--- src/rtl/uart_packet_tx.sv ---
// Packet serializer: accepts a 40-bit packet over a four-phase send/tx_ack
// handshake and shifts it out as five 8N1 frames, most significant byte first.
module uart_packet_tx #(
  parameter int CLKS_PER_BIT = 868
) (
  input  logic        clk,
  input  logic        clr,
  input  logic [39:0] din,
  input  logic        send,
  output logic        tx_ack,
  output logic        txd,
  output logic        busy
);

  localparam int BW = (CLKS_PER_BIT > 1) ? $clog2(CLKS_PER_BIT) : 1;
  localparam logic [BW-1:0] BAUD_MAX = BW'(CLKS_PER_BIT - 1);

  localparam logic [1:0] IDLE  = 2'd0;
  localparam logic [1:0] START = 2'd1;
  localparam logic [1:0] DATA  = 2'd2;
  localparam logic [1:0] STOP  = 2'd3;

  logic [1:0]    state;
  logic [BW-1:0] baudcnt;
  logic [2:0]    bitcnt;
  logic [2:0]    bytecnt;
  logic [39:0]   shadow;
  logic [7:0]    cur_byte;
  logic [2:0]    bit_nxt;
  logic          accept;
  logic          bit_end;

  // Handshake: valid = send (level, held by the endpoint), ready = IDLE with
  // the previous handshake fully closed (tx_ack low). Transfer on the edge
  // where both hold; tx_ack then stays high until send is seen low.
  assign accept  = (state == IDLE) && send && !tx_ack;
  assign bit_end = (baudcnt == BAUD_MAX);
  assign bit_nxt = bitcnt + 3'd1;

  always_comb begin
    cur_byte = shadow[39:32];
    case (bytecnt)
      3'd1:    cur_byte = shadow[31:24];
      3'd2:    cur_byte = shadow[23:16];
      3'd3:    cur_byte = shadow[15:8];
      3'd4:    cur_byte = shadow[7:0];
      default: cur_byte = shadow[39:32];
    endcase
  end

  always_ff @(posedge clk or posedge clr) begin
    if (clr) begin
      state   <= IDLE;
      baudcnt <= '0;
      bitcnt  <= '0;
      bytecnt <= '0;
      shadow  <= '0;
      tx_ack  <= 1'b0;
      busy    <= 1'b0;
      txd     <= 1'b1;
    end else begin
      if (accept) begin
        tx_ack <= 1'b1;
      end else if (tx_ack && !send) begin
        tx_ack <= 1'b0;
      end

      // txd is loaded with the level of the state being entered, so the
      // line changes exactly on bit boundaries and never glitches.
      case (state)
        IDLE: begin
          txd <= 1'b1;
          if (accept) begin
            shadow  <= din;
            bytecnt <= '0;
            bitcnt  <= '0;
            baudcnt <= '0;
            busy    <= 1'b1;
            state   <= START;
            txd     <= 1'b0;
          end
        end
        default: begin
          baudcnt <= bit_end ? '0 : baudcnt + 1'b1;
          if (bit_end) begin
            case (state)
              START: begin
                state <= DATA;
                txd   <= cur_byte[0];
              end
              DATA: begin
                if (bitcnt == 3'd7) begin
                  state  <= STOP;
                  bitcnt <= '0;
                  txd    <= 1'b1;
                end else begin
                  bitcnt <= bit_nxt;
                  txd    <= cur_byte[bit_nxt];
                end
              end
              STOP: begin
                if (bytecnt == 3'd4) begin
                  state <= IDLE;
                  busy  <= 1'b0;
                  txd   <= 1'b1;
                end else begin
                  bytecnt <= bytecnt + 3'd1;
                  state   <= START;
                  txd     <= 1'b0;
                end
              end
              default: state <= IDLE;
            endcase
          end
        end
      endcase
    end
  end

endmodule

--- config.mk ---
export PLATFORM = sky130hd
export DESIGN_NAME = uart_packet_tx
export DESIGN_NICKNAME = d
export VERILOG_FILES = /design/src/rtl/uart_packet_tx.sv
export SDC_FILE = /design/constraint.sdc
export NUM_CORES = 1
export LEC_CHECK = 0
export ABC_CLOCK_PERIOD_IN_PS = 2700
export CAP_MARGIN = 20
export CORE_MARGIN = 3
export CORE_UTILIZATION = 25
export CTS_CLUSTER_DIAMETER = 80
export DETAILED_ROUTE_END_ITERATION = 12
export GPL_ROUTABILITY_DRIVEN = 0
export GPL_TIMING_DRIVEN = 0
export PLACE_DENSITY_LB_ADDON = 0.12
export SKIP_LAST_GASP = 1
export SYNTH_ARGS = -nofsm -noshare
export SYNTH_HDL_FRONTEND = slang
export SYNTH_SLANG_ARGS = --single-unit
--- constraint.sdc ---
create_clock -name clk -period 2.7 [get_ports clk]
set_input_delay 0.27 -clock clk [delete_from_list [all_inputs] [get_ports clk]]
set_output_delay 0.27 -clock clk [all_outputs]
set_load 0.02 [all_outputs]
* Yosys cells after proc, flatten, opt, wreduce, memory -nomap -nowiden *
Index checks and enable logic that the tools add are counted.

cells by class
  add/sub/neg operators = 3
  magnitude comparators = 1
  equality and inequality tests = 12
  muxes and demuxes = 34
  reduce and logical (&&, ||, !) cells = 18

operators with widths
  kind                                                                           count
  8-bit case mux with 4 select lines                                             1
  10-bit two-way mux                                                             3
  3-bit two-way mux                                                              9
  1-bit two-way mux                                                              14
  10-bit by 1-bit adder with 10-bit output (second input constant)               1
  10-bit == test (second input constant)                                         1
  2-bit nonzero test                                                             5
  2-bit two-way mux                                                              4
  4-bit AND reduction                                                            2
  3-bit by 1-bit adder with 3-bit output (second input constant)                 2
  3-bit by 2-bit == test with 1-bit output (second input constant)               2
  3-bit == test (second input constant)                                          2
  2-bit case mux with 3 select lines                                             1
  3-bit AND reduction                                                            2
  2-bit == test (second input constant)                                          2
  3-bit by 4-bit less-than comparator with 1-bit output (second input constant)  1
  2-bit inequality test (second input constant)                                  2
  2-bit AND reduction                                                            2
  4-bit nonzero test                                                             1
  1-bit binary-select mux with 3-bit select                                      1
  3-bit by 1-bit == test with 1-bit output (second input constant)               1
  1-bit logical AND                                                              3
  3-bit inequality test (second input constant)                                  1
  1-bit case mux with 3 select lines                                             1
  other kinds (3)                                                                4

storage, ports and cells
  flip-flop bits (word level) = 61
  input port bits = 43
  output and inout port bits = 3
  word-level logic and storage cells = 76

* Depth between registers and ports, before layout *
  depth in word-level cells = 8
  depth in mapped cells = 10

* Worst setup path after synthesis *
Ideal clock, no wire load.

  path type = register to register
  from = reg bytecnt[0]
  to = reg txd
  library setup time = 0.100 ns
  arrival time = 1.919 ns
  data required time = 2.600 ns
  setup slack = 0.680 ns
  cell stages (with the launch flop) = 9
  buffers on the path = 1
  clock period less this slack = 2.020 ns
  cells stage by stage = dfrtp_1 > ha_1 > ha_1 > buf_2 > a22o_1 > a211oi_1 > a2111oi_0 > o41ai_1 > o2111ai_1

between the ends
  longest elaborated chain between the ends = 8
  elaborated cells on any way between the ends = 12
  classes of those cells = 4 x eq/ne; 8 x mux

ends and longest elaborated chain
  what                                         RTL line  source
  start, declared                              26        logic [2:0] bytecnt;
  start signal, assigned                       107       bytecnt <= bytecnt + 3'd1;
  3-bit == test, or another cell as far along  42, 102
  8-bit case mux with 4 select lines           42        case (bytecnt)
  1-bit binary-select mux with 3-bit select    98        txd <= cur_byte[bit_nxt];
  1-bit two-way mux (implied by the code)      98
  1-bit two-way mux                            92        if (bitcnt == 3'd7) begin
  1-bit case mux with 3 select lines (*)       86        case (state)
  1-bit two-way mux (*)                        85        if (bit_end) begin
  1-bit two-way mux (*)                        70        case (state)
  end signal, assigned                         89        txd <= cur_byte[0];
  end signal, assigned                         98
  end, declared                                11        output logic txd,

Mark *: on every way between the ends. The rest lies on a longest branch, timed or not. The select of a mux whose other input is x is not followed.
A chain may end at the register's enable or synchronous reset.

* Final worst setup path *
Ends and elaborated chain as after synthesis.

==> metrics <==
status=completed; DRT antenna net count=0; Setup Crit Path Kind=reg2reg; vias in the first global route=2732; critical path's slowest cell=a222oi_1; Layout area overhead=31.87%; DR iter-0 viols=138; Post-synth EDFFs=0; 1st-pass router iterations=4; r2r setup slk=0.18 ns; Post-synth top flop=dfrtp_1; final net count=469; Core Util, Final=34.03%; worst clock skew=0.008389 ns; Slew HR=46.56%; adder-cell share of the synthesized area=4.404%; PD cells=530.0 nW/um^2; WL final=8.337 mm; CTS tree=built; CTS Buf Count=9; row count=40; area fraction in compound gates after synthesis=16.09%; GRT Total Usage=12.63%; Net Count, Synth=412; VDD IR-drop max=307.6 uV; crit end category=register; Post-Synth Simple-Gate Area=25.94%; CP cell instances=inv_1 > ha_1 > and2_1 > buf_6 > a222oi_1 > a2111oi_1 > o41ai_1 > o2111ai_1; DR DRC count=0; RSZ-0062 raised after global routing=false; layout cells sized above 1=9.524%; initial antenna violation count=0; Worst Hold Class=in2async; Clock transition at path regs=0.06 ns; arrival time worst endpoint=2.73 ns; r2r worst-path depth=8; Final Max Slew Viols=0; Leak=1.905 nW; largest family of logic cells by synthesized area=simple AND/OR/NAND/NOR gates; busiest grt layer=met2; Worst Tran Pin Value=0.7986 ns; DR vias=2628; Max-Cap Viols=0; placed insts=572; Required @ worst endpoint=2.92 ns; Clock Latency Late Sink=0.33 ns; Syn Area/Cell=8.730 sq um; post-synth cell types=54; detailed placement HPWL=6.129 mm; GR Overflow Total=0; Synth Instances=358; f_max=0.3976 GHz; post-synthesis mux area share=0.3203%; peak fanout along the critical path=8; fraction of registers with async set/reset=100.0%; Die Span Y=117.8 um; first-pass GRT wire length=14.06 mm; Initial Util=25.81%; #FFs+latches synth=61; GRT met3 Usage=2.739%; fillers=1325; CP max stage delay=0.45 ns; fin crit share=93.15%; CTS Buffer Depth=2; port bufs=45; RR Endpoint=txd$_DFFE_PP1P_; DR vias/cell=4.469; drt wl/cell=14.18 um; root buffer cell=clkbuf_16; Mapped Area=3125 sq um; post-synthesis sequential area ratio=48.88%; Final setup viols=0; final setup TNS=0 ns; startpoint types=register; io pins=46; die width=117.8 um; final hold violations=0; Tmin final=2.515 ns; ANT cells=0; reg2reg start=bytecnt[0]$_DFFE_PP0P_; GRT met2 Usage=20.30%; post-CTS setup buffers=0; Core Footprint=12110 sq um; Final Non-Filler Cells=588; Synth Area in XOR/XNOR=0.2802%; Die ar.=13880 sq um; CTS sink count=61; YS warnings=0; grt met1 use=17.12%; largest net degree at the start of global routing=36; Max H-tree Level=3
==> layer usage <==
layer | vias up | part of all wire (%)
li1 | 1338 | -
met1 | 1226 | 49
met2 | 56 | 46
met3 | 8 | 4.1
met4 | 0 | 1.4
met5 | - | 0
==> synth_stat cells, types with 3 or more instances <==
master    count  share of area (%)
o22ai_1       3               0.60
ha_1         11                4.4
nand2_1     143                 17
a22oi_1       5                1.2
nand3_1       5               0.80
dfrtp_1      60                 48
o21ai_1       9                1.4
o31ai_1       3               0.72
or2_2         3               0.60
o211ai_1      3               0.72
a21oi_1       6               0.96
nor2_1       14                1.7
clkbuf_1     10                1.2
inv_1         9                1.1
buf_2         4               0.64
and3_1        6                1.2
o21ai_0      12                1.9
a32oi_1       5                1.4
a22o_1        4                1.1
==> report_power, final <==
part | leakage, nW | internal, mW | switching, mW | total, mW
registers | 0.792 | 0.915 | 0 | 0.915
logic | 0.967 | 0.0562 | 0.0274 | 0.0836
clock network | 0.145 | 0.745 | 0.441 | 1.19
total | 1.90 | 1.72 | 0.468 | 2.18
==> cell usage in the layout (no fill, tap or decap), types with 8 or more instances in the layout <==
master,n
clkbuf_16,9
nand2_1,143
dfrtp_1,60
o21ai_0,12
o21ai_1,9
ha_1,11
nor2_1,14
clkdlybuf4s50_1,45
clkbuf_1,10
inv_1,8
==> critical path, delay by kind of cell, from the launching register on <==
kind | cells | cell delay (ns)
flip-flops | 1 | 0.42
adder cells (fa/ha/maj) | 1 | 0.32
AO/OA/AOI/OAI | 4 | 1.22
AND/OR/NAND/NOR | 1 | 0.21
buffers and inverters | 2 | 0.24
==> sequential cells by signal, summed over array words and instances (netlist names) <==
name and flops:
bytecnt 3, tx_ack 1, bitcnt 3, baudcnt 10
state 2, shadow 40, txd 1, busy 1
==> cell families after synthesis <==
family	count (synthesis)
AOI/OAI and AO/OA	70
xor gates and xnor gates	1
adders and majority gates	11
buffers and inverters	27
DFF	61
muxes	1
and+or+nand+nor	187
==> metrics by stage <==
| step | worst slack [ns] | instance area [sq um] | hold slack (ns) | power (mW) |
|---|---|---|---|---|
| 2_1_floorplan | 0.6804 | 3126 | 0.3754 | 0.9450 |
| 3_3_place_gp | -0.3651 | 3786 | 0.4598 | 1.013 |
| 3_5_place_dp | 0.1647 | 3806 | 0.4627 | 1.017 |
| 4_1_cts | 0.1355 | 4116 | 0.4352 | 2.220 |
| 5_1_grt | 0.01249 | 4121 | 0.4523 | 2.260 |
| 6_report | 0.1849 | 4121 | 0.4023 | 2.184 |
==> repair_timing <==
action / CTS / global route
hold buffers: 0 / 0
resized for setup: 0 / 1
endpoints found under the setup margin: 0 / 1
==> layout make-up <==
| type | instances | area, sq um | share of cell area, % |
|---|---|---|---|
| flip-flops and latches | 61 | 1528 | 37.07 |
| inverters | 10 | 40.04 | 0.9715 |
| well taps | 168 | 210.2 | 5.100 |
| plain buffers | 17 | 87.58 | 2.125 |
| clock buffers | 10 | 239.0 | 5.798 |
| multi-input cells | 270 | 1475 | 35.79 |
| clock inverters | 6 | 71.32 | 1.730 |
| repair buffers | 46 | 470.5 | 11.41 |
==> worst max path at each step <==
| stage | startpoint | to | slack [ns] | cells past startpoint |
|---|---|---|---|---|
| after floorplan | bytecnt[0]$_DFFE_PP0P_ | txd$_DFFE_PP1P_ | 0.68 | 8 |
| after global placement | clr | shadow[39]$_DFFE_PP0P_ | -0.37 | 2 |
| after detailed placement | bytecnt[2]$_DFFE_PP0P_ | txd$_DFFE_PP1P_ | 0.16 | 9 |
| after CTS | bytecnt[2]$_DFFE_PP0P_ | txd$_DFFE_PP1P_ | 0.14 | 9 |
| after global routing | state[0]$_DFFE_PP0P_ | state[0]$_DFFE_PP0P_ | 0.01 | 9 |
| final | bytecnt[0]$_DFFE_PP0P_ | txd$_DFFE_PP1P_ | 0.18 | 8 |
Note: power is estimated with default switching activity, not from simulation.
==> patch 1, RTL diff (same settings) <==
Register the output `txd` once more, without a reset; this adds one clock of latency there. The other outputs are not delayed to match.
--- a/src/rtl/uart_packet_tx.sv
+++ b/src/rtl/uart_packet_tx.sv
@@ -20,4 +20,6 @@
   localparam logic [1:0] DATA  = 2'd2;
   localparam logic [1:0] STOP  = 2'd3;
+
+  logic txd_s0;
 
   logic [1:0]    state;
@@ -58,5 +60,5 @@
       tx_ack  <= 1'b0;
       busy    <= 1'b0;
-      txd     <= 1'b1;
+      txd_s0  <= 1'b1;
     end else begin
       if (accept) begin
@@ -70,5 +72,5 @@
       case (state)
         IDLE: begin
-          txd <= 1'b1;
+          txd_s0 <= 1'b1;
           if (accept) begin
             shadow  <= din;
@@ -78,5 +80,5 @@
             busy    <= 1'b1;
             state   <= START;
-            txd     <= 1'b0;
+            txd_s0  <= 1'b0;
           end
         end
@@ -87,5 +89,5 @@
               START: begin
                 state <= DATA;
-                txd   <= cur_byte[0];
+                txd_s0 <= cur_byte[0];
               end
               DATA: begin
@@ -93,8 +95,8 @@
                   state  <= STOP;
                   bitcnt <= '0;
-                  txd    <= 1'b1;
+                  txd_s0 <= 1'b1;
                 end else begin
                   bitcnt <= bit_nxt;
-                  txd    <= cur_byte[bit_nxt];
+                  txd_s0 <= cur_byte[bit_nxt];
                 end
               end
@@ -103,9 +105,9 @@
                   state <= IDLE;
                   busy  <= 1'b0;
-                  txd   <= 1'b1;
+                  txd_s0 <= 1'b1;
                 end else begin
                   bytecnt <= bytecnt + 3'd1;
                   state   <= START;
-                  txd     <= 1'b0;
+                  txd_s0  <= 1'b0;
                 end
               end
@@ -118,4 +120,8 @@
   end
 
+  always_ff @(posedge clk) begin
+    txd <= txd_s0;
+  end
+
 endmodule
 
Behaviour: not the same (a bounded check fails within 4 cycles, from zero or initial values).
==> patch 1 against the unedited design <==
Sequential cell count grew 1; synthesized cell count shrank 23%; synthesized area is 0.48% lower; total power is 4.6% higher; routed wire length fell by 3.8%; worst setup slack got worse by 0.055 ns; count of clock-buffer cells in the layout grew 1; final area decreased by 0.70%; critical path depth grew 1.
==> patch 1: results (changes against the unedited design) <==
DR pass1 iterations = 5 (was 4)
Pint = 1.83 mW (was 1.72 mW)
Status = finished, final reports clean (unchanged)
Worst EP arrival = 2.83 ns (was 2.73 ns)
Reg2reg setup slack = 0.13 ns (was 0.18 ns)
Slew @ Worst Pin = 0.794 ns (was 0.799 ns)
RR Endpoint = txd_s0 (was txd)
Static leakage = 1.81 nW (was 1.90 nW)
# port buffers = 45 (unchanged)
Initial DRC Count = 159 (was 138)
# placed instances = 488 (was 572)
R2R cell count = 9 (was 8)
Most area-consuming cells after synthesis = dfrtp_1 (48%), mux2_2 (14%), o21ai_0 (5.0%) (was dfrtp_1 (48%), nand2_1 (17%), ha_1 (4.4%))
Regs by FF count = shadow: 40 flops, baudcnt: 10 flops (unchanged)
Antenna Cells = 0 (unchanged)
Final net count = 384 (was 469)
Vias per inst = 4.68 (was 4.47)
Ys Warns = 0 (unchanged)
HPWL Detailed = 5690 µm (was 6130 µm)
Post-synth top cells = dfrtp_1 (60), mux2_2 (40), o21ai_0 (31) (was nand2_1 (143), dfrtp_1 (60), nor2_1 (14))
WL/cell = 16.0 µm (was 14.2 µm)
Pin count of the biggest net entering global routing = 62 (was 36)
Post-synth ARST share = 98.4% (was 100%)
Fraction of layout cells with a size suffix above 1 = 21.6% (was 9.52%)
GRT Util Overall = 12.4% (was 12.6%)
First-pass GRT wire length = 13400 µm (was 14100 µm)
Sequential-to-total area share from yosys stat = 49.8% (was 48.9%)
Post-Layout Cell Count = 502 (was 588)
Syn_nets = 329 (was 412)
Clk Tree Root Cell = clkbuf_16 (unchanged)
Filler Cells Inserted = 1250 (was 1325)
Crit path max fanout = 9 (was 8)
Setup Skew = 0.00579 ns (was 0.00839 ns)
Peak VDD IR = 0.255 mV (was 0.308 mV)
Vias in the first global route = 2481 (was 2732)
Avg Cell Area, Syn = 11.3 µm² (was 8.73 µm²)
Cell variety after synth = 55 (was 54)
R2R Path Start = bytecnt[0] (unchanged)
-- patch 1: logic make-up after synthesis --
| logic type | share of synthesized area, % |
|---|---|
| buffers and inverters | 3.14 |
| AND/OR/NAND/NOR | 9.82 |
| multiplexers | 15.4 |
| flip-flops | 49.8 |
| adder cells (fa/ha/maj) | 4.42 |
| XOR/XNOR | 0.563 |
| AO/OA/AOI/OAI | 16.9 |
-- patch 1: layer usage --
| metal | wire length [µm] | up-vias | part of all wire [%] | track usage [%] |
|---|---|---|---|---|
| met1 | 4090 | 1155 | 51 | 17.3 |
| li1 | - | 1133 | - | - |
| met3 | 345 | 9 | 4.3 | 3.84 |
| met4 | 125 | 0 | 1.6 | 4.84 |
| met2 | 3460 | 50 | 43 | 18.0 |
| met5 | 0 | - | 0 | 0 |
-- patch 1: power by group through the flow --
stage | clock (mW) | combinational (mW) | sequential (mW)
5_1_grt | 1.35 | 0.0896 | 0.929
2_1_floorplan | 0 | 0.0144 | 0.946
4_1_cts | 1.31 | 0.0849 | 0.929
3_5_place_dp | 0 | 0.0846 | 0.946
3_3_place_gp | 0 | 0.0844 | 0.946
6_report | 1.27 | 0.0818 | 0.930
-- patch 1: worst max-delay path by stage --
stage,cells past startpoint,to,startpoint,slack (ns)
finish,9,txd_s0,bytecnt[0],0.13
global route,9,txd_s0,bytecnt[0],0.01
CTS,10,txd_s0,bytecnt[2],0.15
detailed placement,9,txd_s0,bytecnt[0],0.16
global placement,2,shadow[24],clr,-0.42
floorplan,8,txd_s0,bytecnt[0],0.59
-- patch 1: per-stage QoR --
stage | cell area (µm²) | power, mW | hold WS (ns) | worst slack [ns]
finish | 4090 | 2.29 | 0.425 | 0.130
detailed placement | 3770 | 1.03 | 0.418 | 0.162
CTS | 4100 | 2.32 | 0.429 | 0.150
global route | 4090 | 2.37 | 0.432 | 0.0128
floorplan | 3110 | 0.960 | 0.392 | 0.592
global placement | 3770 | 1.03 | 0.419 | -0.417
-- patch 1: layout make-up --
class	instances	area share, %
Inverter	9	0.887
Clock inverter	4	1.71
Clock buffer	11	6.18
Multi-Input combinational cell	190	35.8
Tap cell	168	5.14
Buffer	13	1.47
Timing Repair Buffer	45	11.0
Sequential cell	62	37.8
-- patch 1: what timing repair did --
| action | 4_1_cts | 5_1_grt |
|---|---|---|
| buffers inserted | 0 | 0 |
| endpoints found under the hold margin | 0 | 0 |
| hold buffers | 0 | 0 |
| resized for setup | 0 | 0 |
| setup endpoints to repair | 0 | 1 |
-- patch 1: critical path, cell delays in order (launching register included) --
cell	delay (ns)
dfrtp_1	0.43
inv_1	0.09
ha_1	0.33
and2_2	0.24
buf_2	0.18
a32o_1	0.23
a221oi_1	0.37
a21oi_1	0.15
o221a_2	0.30
o21ba_1	0.19
==> patch 2, RTL diff (config.mk and constraints unchanged) <==
Without the edit above. The parameter `CLKS_PER_BIT` goes from 868 to 434.
--- a/src/rtl/uart_packet_tx.sv
+++ b/src/rtl/uart_packet_tx.sv
@@ -2,5 +2,5 @@
 // handshake and shifts it out as five 8N1 frames, most significant byte first.
 module uart_packet_tx #(
-  parameter int CLKS_PER_BIT = 868
+  parameter int CLKS_PER_BIT = 434
 ) (
   input  logic        clk,
Check against the original RTL: no difference found for any inputs over 10 cycles, from zero or initial values; that may be too few to reach the edited logic, so the function may still have changed.
==> patch 2 against the unedited design <==
Routed wire length is 1.1% lower; sequential share of layout area is 0.74 points lower; count of clock-buffer cells in the layout is 1 lower; sequential cell count is 1 lower; total power is 1.8% lower; synthesized area is 0.92% higher; worst setup slack better by 0.086 ns; final area is 0.36% higher; critical endpoint unchanged; highest routed layer unchanged.
==> patch 2: results (changes against the unedited design) <==
Setup Skew = 0.00540 ns (was 0.00839 ns)
Most area-consuming cells after synthesis = dfrtp_1 (47%), nand2_1 (17%), ha_1 (4.8%) (was dfrtp_1 (48%), nand2_1 (17%), ha_1 (4.4%))
Status = finished, final reports clean (unchanged)
Reg2reg setup slack = 0.27 ns (was 0.18 ns)
Fraction of layout cells with a size suffix above 1 = 10.1% (was 9.52%)
Initial antenna violation count = 0 (unchanged)
Peak VDD IR = 0.209 mV (was 0.308 mV)
CP max stage delay = 0.44 ns
Initial DRC Count = 94 (was 138)
First-pass GRT wire length = 13500 µm (was 14100 µm)
Final net count = 464 (was 469)
Setup WS pre-CTS = 0.350 ns (was 0.165 ns)
Max Transition Viols Final = 0 (unchanged)
Sequential-to-total area share from yosys stat = 47.6% (was 48.9%)
Slowest-stage cell, CP = dfrtp_1 (was a222oi_1)
Slew headroom = 59.9% (was 46.6%)
DRT Wirelength = 8250 µm (was 8340 µm)
Cell Area, Placed = 3830 µm² (was 3810 µm²)
Cell variety after synth = 53 (was 54)
Met3 usage = 2.49% (was 2.74%)
Met2 Use GR = 20.1% (was 20.3%)
HPWL Detailed = 6070 µm (was 6130 µm)
Post-synth top cells = nand2_1 (141), dfrtp_1 (59), o21ai_0 (22) (was nand2_1 (143), dfrtp_1 (60), nor2_1 (14))
Via count = 2593 (was 2628)
Static leakage = 1.88 nW (was 1.90 nW)
DR pass1 iterations = 6 (was 4)
GRT Util Overall = 12.1% (was 12.6%)
Worst EP arrival = 2.67 ns (was 2.73 ns)
Filler Cells Inserted = 1285 (was 1325)
patch 2: cell types whose count changed after synthesis, moves of 3 or more:
cell	before	now
o21ai_0	12	22
o21ai_1	9	0
buf_2	4	0
a22oi_1	5	8
nor2_1	14	11
o2bb2ai_1	0	3
or2_2	3	0
patch 2: worst min-delay path by stage:
stage,start,end,slack (ns),cells past startpoint
after global placement,shadow[12],shadow[12],0.46,2
after global routing,clr,baudcnt[5],0.41,2
final,clr,baudcnt[1],0.34,2
after floorplan,din[0],shadow[0],0.38,2
after CTS,clr,baudcnt[5],0.36,2
after detailed placement,shadow[5],shadow[5],0.46,2
patch 2: layout make-up:
cell class,count,area (µm²),share of cell area [%]
buffer,16,93.8,2.27
inverter,10,37.5,0.907
clock inverter,7,76.3,1.85
timing repair buffer,46,470,11.4
clock buffer,9,225,5.44
sequential,60,1500,36.3
tap,168,210,5.08
multi-input combinational,266,1520,36.8
patch 2: metal layers:
metal,share of wire (%),routed length [µm]
met5,0,0
met4,1.2,95
met3,3.2,262
met2,48,3980
met1,47,3910
patch 2: per-stage QoR:
step | utilization (%) | TNS (ns) | std cells | hold WS [ns]
2_1_floorplan | - | 0 | 352 | 0.375
3_3_place_gp | 31.4 | -21.54 | 565 | 0.460
3_5_place_dp | 31.5 | 0 | 566 | 0.464
4_1_cts | 34.0 | 0 | 582 | 0.359
5_1_grt | 34.0 | 0 | 582 | 0.408
6_report | 34.0 | 0 | 582 | 0.339
patch 2: logic make-up (layout without fill, tap and decap cells):
logic type      Yosys count  count (layout)  share of synthesized area [%]
buf+inv                  26              88                           4.16
xor+xnor                  1               1                          0.278
simple gates            175             175                           23.5
fa+ha+maj                12              12                           4.76
mux                       2               2                          0.674
compound gates           76              76                           19.0
flops                    60              60                           47.6
